==> src/rtl/lab_a2_scan_ctrl_pkg.sv <==
// Shared types and constants for the signed 3-bit adder scan display.
// Latency: n/a (declarations plus one combinational helper function).
// Backpressure: none; this package holds definitions only.
package lab_a2_scan_ctrl_pkg;

    // Scan FSM states, in the order the scan visits them.
    typedef enum logic [1:0] {
        ST_SHOW0  = 2'd0,
        ST_BLANK0 = 2'd1,
        ST_SHOW1  = 2'd2,
        ST_BLANK1 = 2'd3
    } scan_state_t;

    // One sign-magnitude digit pair as shown on the two tubes.
    typedef struct packed {
        logic       neg;
        logic [3:0] mag;
    } digit_t;

    // Segment codes {a,b,c,d,e,f,g,dp}, active high.
    localparam logic [7:0] SEG_0     = 8'hFC;
    localparam logic [7:0] SEG_1     = 8'h60;
    localparam logic [7:0] SEG_2     = 8'hDA;
    localparam logic [7:0] SEG_3     = 8'hF2;
    localparam logic [7:0] SEG_4     = 8'h66;
    localparam logic [7:0] SEG_5     = 8'hB6;
    localparam logic [7:0] SEG_6     = 8'hBE;
    localparam logic [7:0] SEG_7     = 8'hE0;
    localparam logic [7:0] SEG_8     = 8'hFE;
    localparam logic [7:0] SEG_MINUS = 8'h02;
    localparam logic [7:0] SEG_OFF   = 8'h00;

    // Tub select patterns.
    localparam logic [1:0] TUB_NONE = 2'b00;
    localparam logic [1:0] TUB_SIGN = 2'b01;
    localparam logic [1:0] TUB_MAG  = 2'b10;

    // Sign-extend both operands to 4 bits and add; -8..6 always fits.
    // Magnitude of -8 is 4'b1000, which reads as unsigned 8.
    function automatic digit_t sm_sum(input logic [2:0] a, input logic [2:0] b);
        logic [3:0] s;
        digit_t     d;
        s     = {a[2], a} + {b[2], b};
        d.neg = s[3];
        d.mag = s[3] ? (4'd0 - s) : s;
        return d;
    endfunction

endpackage

==> src/rtl/lab_a2_scan_ctrl_if.sv <==
// Switch-side inputs and tub-side outputs of the scan display controller.
// Latency: n/a (signal bundle only).
// Backpressure: none; load is a fire-and-forget strobe.
// Signals: en, load, a[2:0], b[2:0] toward the controller;
//          tub_sel[1:0], tub_ctrl[7:0] from the controller to the board pins.
interface lab_a2_scan_ctrl_if;
    logic       en;
    logic       load;
    logic [2:0] a;
    logic [2:0] b;
    logic [1:0] tub_sel;
    logic [7:0] tub_ctrl;

    modport master (output en, load, a, b, input tub_sel, tub_ctrl);
    modport slave  (input en, load, a, b, output tub_sel, tub_ctrl);
endinterface

==> src/rtl/lab_a2_scan_ctrl_seg_decode.sv <==
// Magnitude 0..8 to seven-segment pattern; 9..15 blank.
// Latency: combinational.
// Backpressure: none.
// Ports: i_mag[3:0] magnitude in, o_seg[7:0] segment pattern out.
module lab_a2_scan_ctrl_seg_decode
    import lab_a2_scan_ctrl_pkg::*;
(
    input  logic [3:0] i_mag,
    output logic [7:0] o_seg
);
    always_comb begin
        o_seg = SEG_OFF;
        case (i_mag)
            4'd0:    o_seg = SEG_0;
            4'd1:    o_seg = SEG_1;
            4'd2:    o_seg = SEG_2;
            4'd3:    o_seg = SEG_3;
            4'd4:    o_seg = SEG_4;
            4'd5:    o_seg = SEG_5;
            4'd6:    o_seg = SEG_6;
            4'd7:    o_seg = SEG_7;
            4'd8:    o_seg = SEG_8;
            default: o_seg = SEG_OFF;
        endcase
    end
endmodule

==> src/rtl/lab_a2_scan_ctrl.sv <==
// Latches a/b, forms the sign-magnitude sum, and time-shares one segment bus over sign/magnitude tubes.
// Latency: outputs registered one cycle after FSM state; digit values latched at each SHOW entry.
// Backpressure: none; load always accepted, en=0 blanks the display and parks the scan.
// Ports: clk, rst_n (async active-low); bus (slave): en, load, a, b in; tub_sel, tub_ctrl out.
module lab_a2_scan_ctrl
    import lab_a2_scan_ctrl_pkg::*;
#(
    parameter int SCAN_DIV  = 100000,
    parameter int BLANK_CYC = 16
) (
    input  logic                 clk,
    input  logic                 rst_n,
    lab_a2_scan_ctrl_if.slave    bus
);
    localparam int MAX_CYC = (SCAN_DIV > BLANK_CYC) ? SCAN_DIV : BLANK_CYC;
    localparam int CW      = (MAX_CYC > 1) ? $clog2(MAX_CYC) : 1;
    localparam logic [CW-1:0] SHOW_LAST  = CW'(SCAN_DIV - 1);
    localparam logic [CW-1:0] BLANK_LAST = CW'(BLANK_CYC - 1);

    logic [2:0]  r_op_a;
    logic [2:0]  r_op_b;
    scan_state_t r_state;
    logic [CW-1:0] r_cnt;
    digit_t      r_disp;
    logic [1:0]  r_tub_sel;
    logic [7:0]  r_tub_ctrl;

    digit_t      w_sum;
    logic [7:0]  w_mag_seg;
    logic        w_is_show;
    logic        w_last;

    assign w_sum     = sm_sum(r_op_a, r_op_b);
    assign w_is_show = (r_state == ST_SHOW0) || (r_state == ST_SHOW1);
    assign w_last    = w_is_show ? (r_cnt == SHOW_LAST) : (r_cnt == BLANK_LAST);

    lab_a2_scan_ctrl_seg_decode u_seg_decode (
        .i_mag (r_disp.mag),
        .o_seg (w_mag_seg)
    );

    // Operands are captured regardless of en so the switches can be set while dark.
    always_ff @(posedge clk or negedge rst_n) begin
        if (!rst_n) begin
            r_op_a <= 3'd0;
            r_op_b <= 3'd0;
        end else if (bus.load) begin
            r_op_a <= bus.a;
            r_op_b <= bus.b;
        end
    end

    always_ff @(posedge clk or negedge rst_n) begin
        if (!rst_n) begin
            r_state    <= ST_BLANK1;
            r_cnt      <= '0;
            r_disp     <= '0;
            r_tub_sel  <= TUB_NONE;
            r_tub_ctrl <= SEG_OFF;
        end else begin
            // Output stage follows the current state; en=0 blanks on the very next edge.
            if (!bus.en) begin
                r_tub_sel  <= TUB_NONE;
                r_tub_ctrl <= SEG_OFF;
            end else begin
                case (r_state)
                    ST_SHOW0: begin
                        r_tub_sel  <= TUB_SIGN;
                        r_tub_ctrl <= r_disp.neg ? SEG_MINUS : SEG_OFF;
                    end
                    ST_SHOW1: begin
                        r_tub_sel  <= TUB_MAG;
                        r_tub_ctrl <= w_mag_seg;
                    end
                    default: begin
                        r_tub_sel  <= TUB_NONE;
                        r_tub_ctrl <= SEG_OFF;
                    end
                endcase
            end

            // Parking in BLANK1 with cnt=0 makes SHOW0 start a full blank gap after en returns.
            if (!bus.en) begin
                r_state <= ST_BLANK1;
                r_cnt   <= '0;
            end else if (w_last) begin
                r_cnt <= '0;
                case (r_state)
                    ST_SHOW0:  r_state <= ST_BLANK0;
                    ST_BLANK0: begin
                        r_state <= ST_SHOW1;
                        // Sampled from pre-edge operands: a coincident load waits a digit.
                        r_disp  <= w_sum;
                    end
                    ST_SHOW1:  r_state <= ST_BLANK1;
                    default: begin
                        r_state <= ST_SHOW0;
                        r_disp  <= w_sum;
                    end
                endcase
            end else begin
                r_cnt <= r_cnt + CW'(1);
            end
        end
    end

    assign bus.tub_sel  = r_tub_sel;
    assign bus.tub_ctrl = r_tub_ctrl;

endmodule
==> src/flat_wrapper.sv <==
// flat-port wrapper written by rule: the top's interface ports become plain ports
module lab_a2_scan_ctrl_flat import lab_a2_scan_ctrl_pkg::*;
#(
    parameter int SCAN_DIV  = 100000,
    parameter int BLANK_CYC = 16
)
  (clk, rst_n, bus_en, bus_load, bus_a, bus_b, bus_tub_sel, bus_tub_ctrl);
  lab_a2_scan_ctrl_if bus_i ();
  input  logic clk;
  input  logic rst_n;
  input wire logic [$bits(bus_i.en)-1:0] bus_en;
  input wire logic [$bits(bus_i.load)-1:0] bus_load;
  input wire logic [$bits(bus_i.a)-1:0] bus_a;
  input wire logic [$bits(bus_i.b)-1:0] bus_b;
  output wire logic [$bits(bus_i.tub_sel)-1:0] bus_tub_sel;
  output wire logic [$bits(bus_i.tub_ctrl)-1:0] bus_tub_ctrl;
  assign bus_i.en = bus_en;
  assign bus_i.load = bus_load;
  assign bus_i.a = bus_a;
  assign bus_i.b = bus_b;
  assign bus_tub_sel = bus_i.tub_sel;
  assign bus_tub_ctrl = bus_i.tub_ctrl;
  lab_a2_scan_ctrl #(.SCAN_DIV(SCAN_DIV), .BLANK_CYC(BLANK_CYC)) u_core (.clk(clk), .rst_n(rst_n), .bus(bus_i));
endmodule
==> config.mk <==
export PLATFORM = sky130hd
export DESIGN_NAME = lab_a2_scan_ctrl_flat
export DESIGN_NICKNAME = d
export VERILOG_FILES = /design/src/rtl/lab_a2_scan_ctrl_pkg.sv /design/src/rtl/lab_a2_scan_ctrl_if.sv /design/src/rtl/lab_a2_scan_ctrl_seg_decode.sv /design/src/rtl/lab_a2_scan_ctrl.sv /design/src/flat_wrapper.sv
export SDC_FILE = /design/constraint.sdc
export NUM_CORES = 1
export LEC_CHECK = 0
export ABC_AREA = 1
export BUFFER_PORTS_ARGS = -buffer_cell sky130_fd_sc_hd__buf_2
export CORE_MARGIN = 2
export CORE_UTILIZATION = 40
export DETAILED_ROUTE_END_ITERATION = 8
export GPL_TIMING_DRIVEN = 0
export PLACE_DENSITY = 0.62
export REMOVE_ABC_BUFFERS = 1
export SYNTH_ARGS = -nofsm -noshare
export SYNTH_HDL_FRONTEND = slang
export SYNTH_SLANG_ARGS = --single-unit
==> constraint.sdc <==
create_clock -name clk -period 2 [get_ports clk]
set_clock_uncertainty 0.1 [all_clocks]
set_input_delay 0.1 -clock clk [delete_from_list [all_inputs] [get_ports clk]]
set_output_delay 0.1 -clock clk [all_outputs]
set_load 0.02 [all_outputs]
==> results.cfg, run 1 <==
[clocking]
cts_root_buf = clkbuf_8
cts_made_buffers = 5
htreeDepth = 2
clock_latency_ps = 280
cts_num_sinks = 39
postCtsSetupRepairBufs = 0
cts_tree = built
path_clk_slew_ps = 80
cts.path.max_buffers = 2

[run]
maxCapViolations = 0

[route]
firstDrtPassIters = 4
drt_wl_total_um = 3580
drt-wirelength-per-cell_um = 10.3
viasPerCell = 4.54
via_count = 1575
antenna_left = 0
drc = 0
drtIter0Drc = 85

[worst_setup_path]
r2r_end = u_core.r_disp[1]
reg2reg_depth = 8
cp_slowest_cell = fa_2
cpPeakStageDelay_ps = 550
reg2reg_from = u_core.r_op_a[0]
worstPathArrival_ps = 1980
cp_common_cell = nor2_1
crit_chain = ha_2 -> fa_2 -> inv_2 -> ha_4 -> nand2_1 -> o21ai_2 -> nor2_1 -> nor2_1
cp-start-kind = register
critPathRequiredTime_ps = 2070
cp_max_fo = 2
regToRegSetupSlack_ps = 100
path_class = register to register
endpoint_kind = register

[synthesis]
synth_area_per_cell_um2 = 8.59
synth_top_family_by_area = simple AND/OR/NAND/NOR gates
synth.top_cells.by_area = dfrtp_1, nor2_1, nand2_1
synth_cell_types = 31
yosysSeqAreaShare = 0.463
syn_area_um2 = 2110
synth-simple-area-share = 0.284
synth-seq-cells = 39
syn-instance-count = 246
synthAdderAreaFrac = 0.0865
yosys_warnings = 0
synth_xor_area_frac = 0.0415
synth-compound-area-share = 0.0302
synth_top_cell_area_share = 0.438
synth_area_leader_cell = dfrtp_1
muxShareOfSynthArea = 0.0320

[die]
io_pins = 20
fp-row-count = 26
coreArea_um2 = 5110
fp.dieW_um = 76.7
die_y_um = 76.7
initial_core_util = 0.414
dieArea_um2 = 5880

[global_routing]
antenna_found_initial = 0
grt_remaining_overflow = 0
grtUsageTotal = 0.134
grt_pass1_vias = 1479
grt_start_max_net_pins = 40
grt_pass1_wl_um = 6470

[sta]
fin_crit_sh = 0.951
setup_tns_ps = 0
period_needed_ps = 1900
setup_slack_ps = 98.6
fmax_mhz = 526
tightest_slew_ps = 834
setup_viol_count_final = 0
hold_viol_final = 0
slew_headroom = 0.444
rsz0062_at_grt = yes
drv_slew = 0

[hold_path]
hold_path.class = primary input to register
min_path_cells = 2
min_to = u_core.r_op_b[2]
hold_start = bus_load

[placement]
dp_hpwl_um = 2580
place.gp.congestion = 0.870
place_ws_ps = 28.3
port_buffers = 18
dp.cells = 331

[cells_and_area]
diodes = 0
fin_cells = 347
final_common_cell = nor2_1
final_cell_mix = nor2_1, nand2_1, dfrtp_1
nets = 300
drive_gt1_frac = 0.188
fill_cells = 510
area_growth_pct = 16.1

[pwr]
p_comb_frac = 0.167
p_switching_mw = 0.435
power_frac_clock = 0.312
vdd_drop_max_v = 0.000310
intPower_mw = 1.18
netSwitchingFraction = 0.269
cellLeakagePower_nw = 1.19
pwr-share-seq = 0.521
power.density_nw_per_um2 = 659

[run_status]
status = finished, final reports clean
## kinds of logic after synthesis
logic type / after synthesis
and+or+nand+nor: 135
DFF: 39
buffers and inverters: 30
adders and majority gates: 14
AOI/OAI and AO/OA: 11
xor gates and xnor gates: 10
muxes: 6
other: 1
## power by group through the flow
stage                     clock network [mW]  registers [mW]  logic, mW
after floorplan                            0           0.868      0.152
after global placement                     0           0.856      0.230
after detailed placement                   0           0.856      0.234
after CTS                              0.524           0.841      0.247
after global routing                   0.562           0.846      0.317
final                                  0.503           0.841      0.270
## through the flow
stage	hold slack (ps)	instance area, µm²	total power, mW	utilization
3_3_place_gp	157	2260	1.09	0.443
3_5_place_dp	163	2260	1.09	0.443
6_report	61.2	2450	1.61	0.480
2_1_floorplan	-296	2090	1.02	-
4_1_cts	58.8	2420	1.61	0.475
5_1_grt	72.1	2450	1.72	0.480
## worst max-delay path by stage
stage                      from          endpoint  slack (ps)  cells after the start
2_1_floorplan  u_core.r_op_b[0]  u_core.r_disp[2]         160                     10
3_3_place_gp   u_core.r_op_b[0]  u_core.r_disp[2]          30                     10
3_5_place_dp   u_core.r_op_b[0]  u_core.r_disp[2]          30                     10
4_1_cts        u_core.r_op_b[0]  u_core.r_disp[2]           6                     10
5_1_grt        u_core.r_op_a[0]  u_core.r_disp[3]         -30                      8
6_report       u_core.r_op_a[0]  u_core.r_disp[1]         100                      8
## sequential cells by signal (all words and copies together) (netlist names)
signal / cells
u_core.bus.tub_ctrl: 7
u_core.bus.tub_sel: 2
u_core.r_cnt: 17
u_core.r_disp: 5
u_core.r_op_a: 3
u_core.r_op_b: 3
u_core.r_state: 2
## final cells by class
type	count	area (µm²)	share of cell area
well taps	70	87.6	0.0357
repair buffers	26	170	0.0694
multi-input cells	177	1030	0.421
clock buffers	7	76.3	0.0311
flip-flops and latches	39	978	0.399
inverters	27	101	0.0413
clock inverters	1	5.00	0.00204
## worst max-delay path, delay by kind of cell (launching register included)
| kind | cells | cell delay (ps) |
|---|---|---|
| fa+ha+maj | 3 | 980 |
| buf+inv | 1 | 60 |
| flops | 1 | 390 |
| simple gates | 3 | 200 |
| compound gates | 1 | 50 |
## per-layer routing
| layer | track usage | vias to the layer above | share of wire |
|---|---|---|---|
| met5 | 0 | - | 0 |
| met4 | 0.0600 | 0 | 0.026 |
| met3 | 0.0294 | 8 | 0.038 |
| met2 | 0.209 | 31 | 0.44 |
| met1 | 0.180 | 709 | 0.50 |
| li1 | - | 827 | - |
## what timing repair did
| item | 4_1_cts | 5_1_grt |
|---|---|---|
| endpoints found under the setup margin | 0 | 3 |
| hold buffers | 8 | 0 |
| hold endpoints to repair | 45 | 0 |
| resized for setup | 0 | 8 |
## Yosys cell counts
master	count
nand2_2	2
a21oi_1	2
nor2_4	2
mux2_2	6
or2_2	1
conb_1	1
fa_1	1
o21ai_0	4
buf_8	1
nand2_1	51
xor2_1	7
nand3_1	13
dfrtp_1	37
nor3_2	2
xnor2_1	3
nand3_4	1
nor2_1	52
inv_2	2
clkbuf_1	1
ha_1	13
dfstp_2	2
nand4_1	4
buf_4	1
a211oi_1	1
o21bai_1	2
inv_1	25
o21ai_1	1
nand2_4	1
nor3_1	3
nor2_2	3
a31oi_1	1
(Power assumes the default switching activity.)
==> inputs of run 2 (changes only) <==
- PLACE_DENSITY: 0.62 -> 0.61
- SYNTH_HIERARCHICAL: unset -> 1
==> results.cfg, run 2 <==
[synthesis]
synth-seq-cells = 40
synth_area_per_cell_um2 = 7.97
syn-instance-count = 294
yosysMostFrequentCell = nand2_1
syn_area_um2 = 2340
synth.top_cells.by_area = dfrtp_1, nand2_1, ha_1
yosys_warnings = 6
synth_top_cell_area_share = 0.406
async_flop_share = 1.00
synth_area_leader_cell = dfrtp_1
synth_edf_count = 0
synth_cell_types = 29
yosysSeqAreaShare = 0.428
synth_flop_cell = dfrtp_1
synth_common_cells = nand2_1, nor2_1, inv_1, dfrtp_1, nand3_1

[route]
firstDrtPassIters = 5
antenna_left = 0
drt_wl_total_um = 4280
drt-wirelength-per-cell_um = 10.7
drtIter0Drc = 86
viasPerCell = 4.61
via_count = 1847
drc = 0

[worst_setup_path]
critPathRequiredTime_ps = 2140
cp_max_fo = 2
reg2reg_depth = 10
regToRegSetupSlack_ps = 100
path_class = register to register
worstPathArrival_ps = 2040
endpoint_kind = register
cp-start-kind = register

[pwr]
cellLeakagePower_nw = 1.44
p_total_mw = 1.79
vdd_drop_max_v = 0.000316
power.density_nw_per_um2 = 647

[die]
fp.dieW_um = 80.5
dieArea_um2 = 6480
coreArea_um2 = 5570
fp-row-count = 27
initial_core_util = 0.420
die_y_um = 80.5
io_pins = 20

[run_status]
status = finished, final reports clean

[global_routing]
grt_use_met3 = 0.0404
grt_remaining_overflow = 0
grtUsageTotal = 0.150
grt_pass1_wl_um = 7590
grt_pass1_vias = 1769
grt_use_met1 = 0.187
met2_usage = 0.248
antenna_found_initial = 0
grt_start_max_net_pins = 41
top_usage_layer = met2

[cells_and_area]
finish.utilization = 0.497
area_growth_pct = 18.3
design_area_um2 = 2770
nets = 353
fill_cells = 542
diodes = 0
final_common_cell = nand2_1
final_cell_mix = nand2_1, nor2_1, inv_1, dfrtp_1, buf_2
largest_reg_flops = 17
regMostFlops = u_core/r_cnt
drive_gt1_frac = 0.198

[clocking]
path_clk_slew_ps = 70
htreeDepth = 2
cts_made_buffers = 5
cts.path.max_buffers = 2
cts_tree = built
cts_num_sinks = 40
cts_root_buf = clkbuf_8
clock_latency_ps = 290

[sta]
rsz0062_at_grt = yes
drv_slew = 0
fmax_mhz = 525
slew_headroom = 0.417
period_needed_ps = 1900
tightest_slew_ps = 875
hold_viol_final = 0
setup_viol_count_final = 0
fin_crit_sh = 0.952

[placement]
place.gp.congestion = 0.885
place_area_um2 = 2510
dp_hpwl_um = 3050
port_buffers = 19

[hold_path]
min_path_cells = 2
hold_path.class = primary input to register

[run]
maxCapViolations = 0
run 2: changes by cell type in the layout (fill, tap and decap cells not counted), sizes merged, moves of 2 or more:
cell    previous run  this run
xor2               7        11
nor3               5         2
nor2              57        50
o21ai              5         8
o21bai             2         0
xnor2              3         0
a21oi              2         0
buf               18        21
nand3             14        20
inv               27        43
nand2             54        87
run 2: kinds of logic (layout without fill, tap and decap cells):
family,count (synthesis),in the layout,synth area share
AND/OR/NAND/NOR,166,167,0.317
buffers and inverters,46,80,0.0769
flip-flops,40,40,0.428
adder cells (fa/ha/maj),15,15,0.0833
XOR/XNOR,11,11,0.0411
AO/OA/AOI/OAI,9,9,0.0230
multiplexers,6,6,0.0288
other,1,1,0.00160
run 2: where the power goes:
group          switching [mW]  internal, mW  total, mW
registers              0.0191         0.841      0.860
clock network           0.276         0.370      0.646
logic                   0.168         0.119      0.287
total                   0.463          1.33       1.79
run 2: layer usage:
metal | routed length [µm] | share of wire
met3 | 193 | 0.045
met1 | 2110 | 0.49
met2 | 1900 | 0.44
met5 | 0 | 0
met4 | 68 | 0.016
run 2: worst paths after layout:
check / start / end
worst max-delay path: u_core/r_op_b[0] / u_core/r_disp[2]
worst min-delay path: bus_load / u_core/r_op_b[2]
worst max register to register: u_core/r_op_b[0] / u_core/r_disp[2]
worst min register to register: u_core/r_cnt[0] / u_core/r_cnt[0]
max in group asynchronous: rst_n / u_core/r_cnt[13]
min in group asynchronous: rst_n / u_core/bus.tub_ctrl[2]
run 2: final cells by class:
cell class	instances	area, µm²	share of cell area
inverters	43	164	0.0592
clock buffers	6	72.6	0.0262
clock inverters	2	35.0	0.0126
repair buffers	29	190	0.0687
multi-input cells	209	1210	0.439
flip-flops and latches	40	1000	0.362
well taps	72	90.1	0.0325
run 2: what timing repair did:
item,in CTS,in global routing
setup endpoints to repair,0,16
setup buffers,0,2
hold buffers,8,0
gates resized for setup,0,13
hold endpoints to repair,45,0
run 2: critical path, cell delays in order (launching register included):
cell and delay (ps):
dfrtp_1 390, ha_2 200, fa_1 490, inv_2 60
ha_4 150, nand3b_1 140, nand2_1 60, nand2_1 40
nand2_1 70, nand3_1 70, nand2_1 70
run 2: per-stage QoR:
| step | worst slack, ps | TNS, ps | std cells | hold slack (ps) |
|---|---|---|---|---|
| finish | 96.0 | 0 | 401 | 56.8 |
| global route | -6.17 | -10.6 | 401 | 66.7 |
| CTS | 2.47 | 0 | 398 | 54.0 |
| detailed placement | 32.3 | 0 | 382 | 183 |
| global placement | 39.5 | 0 | 382 | 182 |
| floorplan | 135 | 0 | 291 | -296 |
==> inputs of run 3 (changes only) <==
- CTS_BUF_LIST: unset -> sky130_fd_sc_hd__clkbuf_4 sky130_fd_sc_hd__clkbuf_8
==> results.cfg, run 3 (same netlist as run 2, synthesis figures left out) <==
[run_status]
status = finished, final reports clean

[placement]
place.gp.congestion = 0.885
dp_hpwl_um = 3050
port_buffers = 19

[global_routing]
grt_use_met1 = 0.187
grt_use_met3 = 0.0404
antenna_found_initial = 0
grt_remaining_overflow = 0
grtUsageTotal = 0.150
met2_usage = 0.248
top_usage_layer = met2
grt_start_max_net_pins = 41
grt_pass1_vias = 1769
grt_pass1_wl_um = 7590

[worst_setup_path]
endpoint_kind = register
cp_max_fo = 2
worst-path-stages = 10
crit_chain = ha_2 -> fa_1 -> inv_2 -> ha_4 -> nand3b_1 -> nand2_1 -> nand2_1 -> nand2_1 -> nand3_1 -> nand2_1
cpLargestDelayFamily = adder cells
reg2reg_from = u_core/r_op_b[0]
r2r_end = u_core/r_disp[2]
reg2reg_depth = 10
regToRegSetupSlack_ps = 90
critPathRequiredTime_ps = 2140
worstPathArrival_ps = 2040
critPathBufInv = 1
path_class = register to register
cpPeakStageDelay_ps = 490
cp_slowest_cell = fa_1
cp-start-kind = register
startpoint = u_core/r_op_b[0]
endpoint = u_core/r_disp[2]
cp_common_cell = nand2_1

[die]
initial_core_util = 0.420
fp-row-count = 27
io_pins = 20
dieArea_um2 = 6480
die_y_um = 80.5
coreArea_um2 = 5570
fp.dieW_um = 80.5

[pwr]
pwr-share-seq = 0.477
p_total_mw = 1.80
p_switching_mw = 0.461
power_frac_clock = 0.365
power.density_nw_per_um2 = 650
cellLeakagePower_nw = 1.44
intPower_mw = 1.34
netSwitchingFraction = 0.256
vdd_drop_max_v = 0.000316
p_comb_frac = 0.158

[clocking]
cts.path.max_buffers = 2
clock_latency_ps = 290
htreeDepth = 2
path_clk_slew_ps = 70
cts_tree = built
cts_made_buffers = 5
cts_num_sinks = 40
cts_root_buf = clkbuf_8

[sta]
tightest_slew_ps = 875
drv_slew = 0
setup_tns_ps = 0
rsz0062_at_grt = yes
slew_headroom = 0.417
period_needed_ps = 1910
whs_ps = 57.0
fin_crit_sh = 0.953
fmax_mhz = 525
hold_viol_final = 0
setup_viol_count_final = 0

[cells_and_area]
diodes = 0
fill_cells = 540
final_common_cell = nand2_1
nets = 353
drive_gt1_frac = 0.201
final_cell_mix = nand2_1, nor2_1, inv_1, dfrtp_1, buf_2
multi_input_area_um2 = 1210
area.sequential_um2 = 1000
area_growth_pct = 18.4
largest_reg_flops = 17
regMostFlops = u_core/r_cnt

[route]
viasPerCell = 4.61
drc = 0
drt-wirelength-per-cell_um = 10.6
drt_wl_total_um = 4260
antenna_left = 0
firstDrtPassIters = 5
via_count = 1847
drtIter0Drc = 79

[hold_path]
hold_start = bus_load
min_path_cells = 2
hold_path.class = primary input to register

[run]
maxCapViolations = 0
[run 3: metal layers]
layer	routed length (µm)	part of all wire
met5	0	0
met4	68	0.016
met3	193	0.045
met2	1890	0.44
met1	2110	0.49
[run 3: worst min path at each step]
stage	endpoint
2_1_floorplan	u_core/bus.tub_ctrl[0]
6_report	u_core/r_op_b[2]
4_1_cts	u_core/r_op_b[2]
5_1_grt	u_core/r_op_a[2]
3_3_place_gp	u_core/bus.tub_ctrl[2]
3_5_place_dp	u_core/bus.tub_ctrl[3]
[run 3: per-stage QoR]
step	worst slack, ps	std cells	cell area [µm²]	util
after floorplan	135	291	2320	-
after global placement	39.5	382	2510	0.450
after detailed placement	32.3	382	2510	0.450
after CTS	2.46	398	2700	0.484
after global routing	-6.03	401	2770	0.498
final	94.7	401	2770	0.498
[run 3: cell type report]
type,instances,share of cell area
Clock buffer,6,0.0275
Clock inverter,2,0.0126
Inverter,43,0.0591
Multi-Input combinational cell,209,0.438
Sequential cell,40,0.362
Tap cell,72,0.0325
Timing Repair Buffer,29,0.0686
[run 3: power groups by stage]
stage	logic, mW	registers, mW	clock network (mW)
floorplan	0.152	0.888	0
global placement	0.235	0.874	0
detailed placement	0.238	0.876	0
CTS	0.255	0.859	0.689
global route	0.326	0.865	0.730
finish	0.285	0.860	0.659
[run 3: timing repair]
item / 4_1_cts / 5_1_grt
hold buffers: 8 / 0
resized for setup: 0 / 13
endpoints found under the hold margin: 45 / 0
buffers inserted: 0 / 2
setup endpoints to repair: 0 / 16
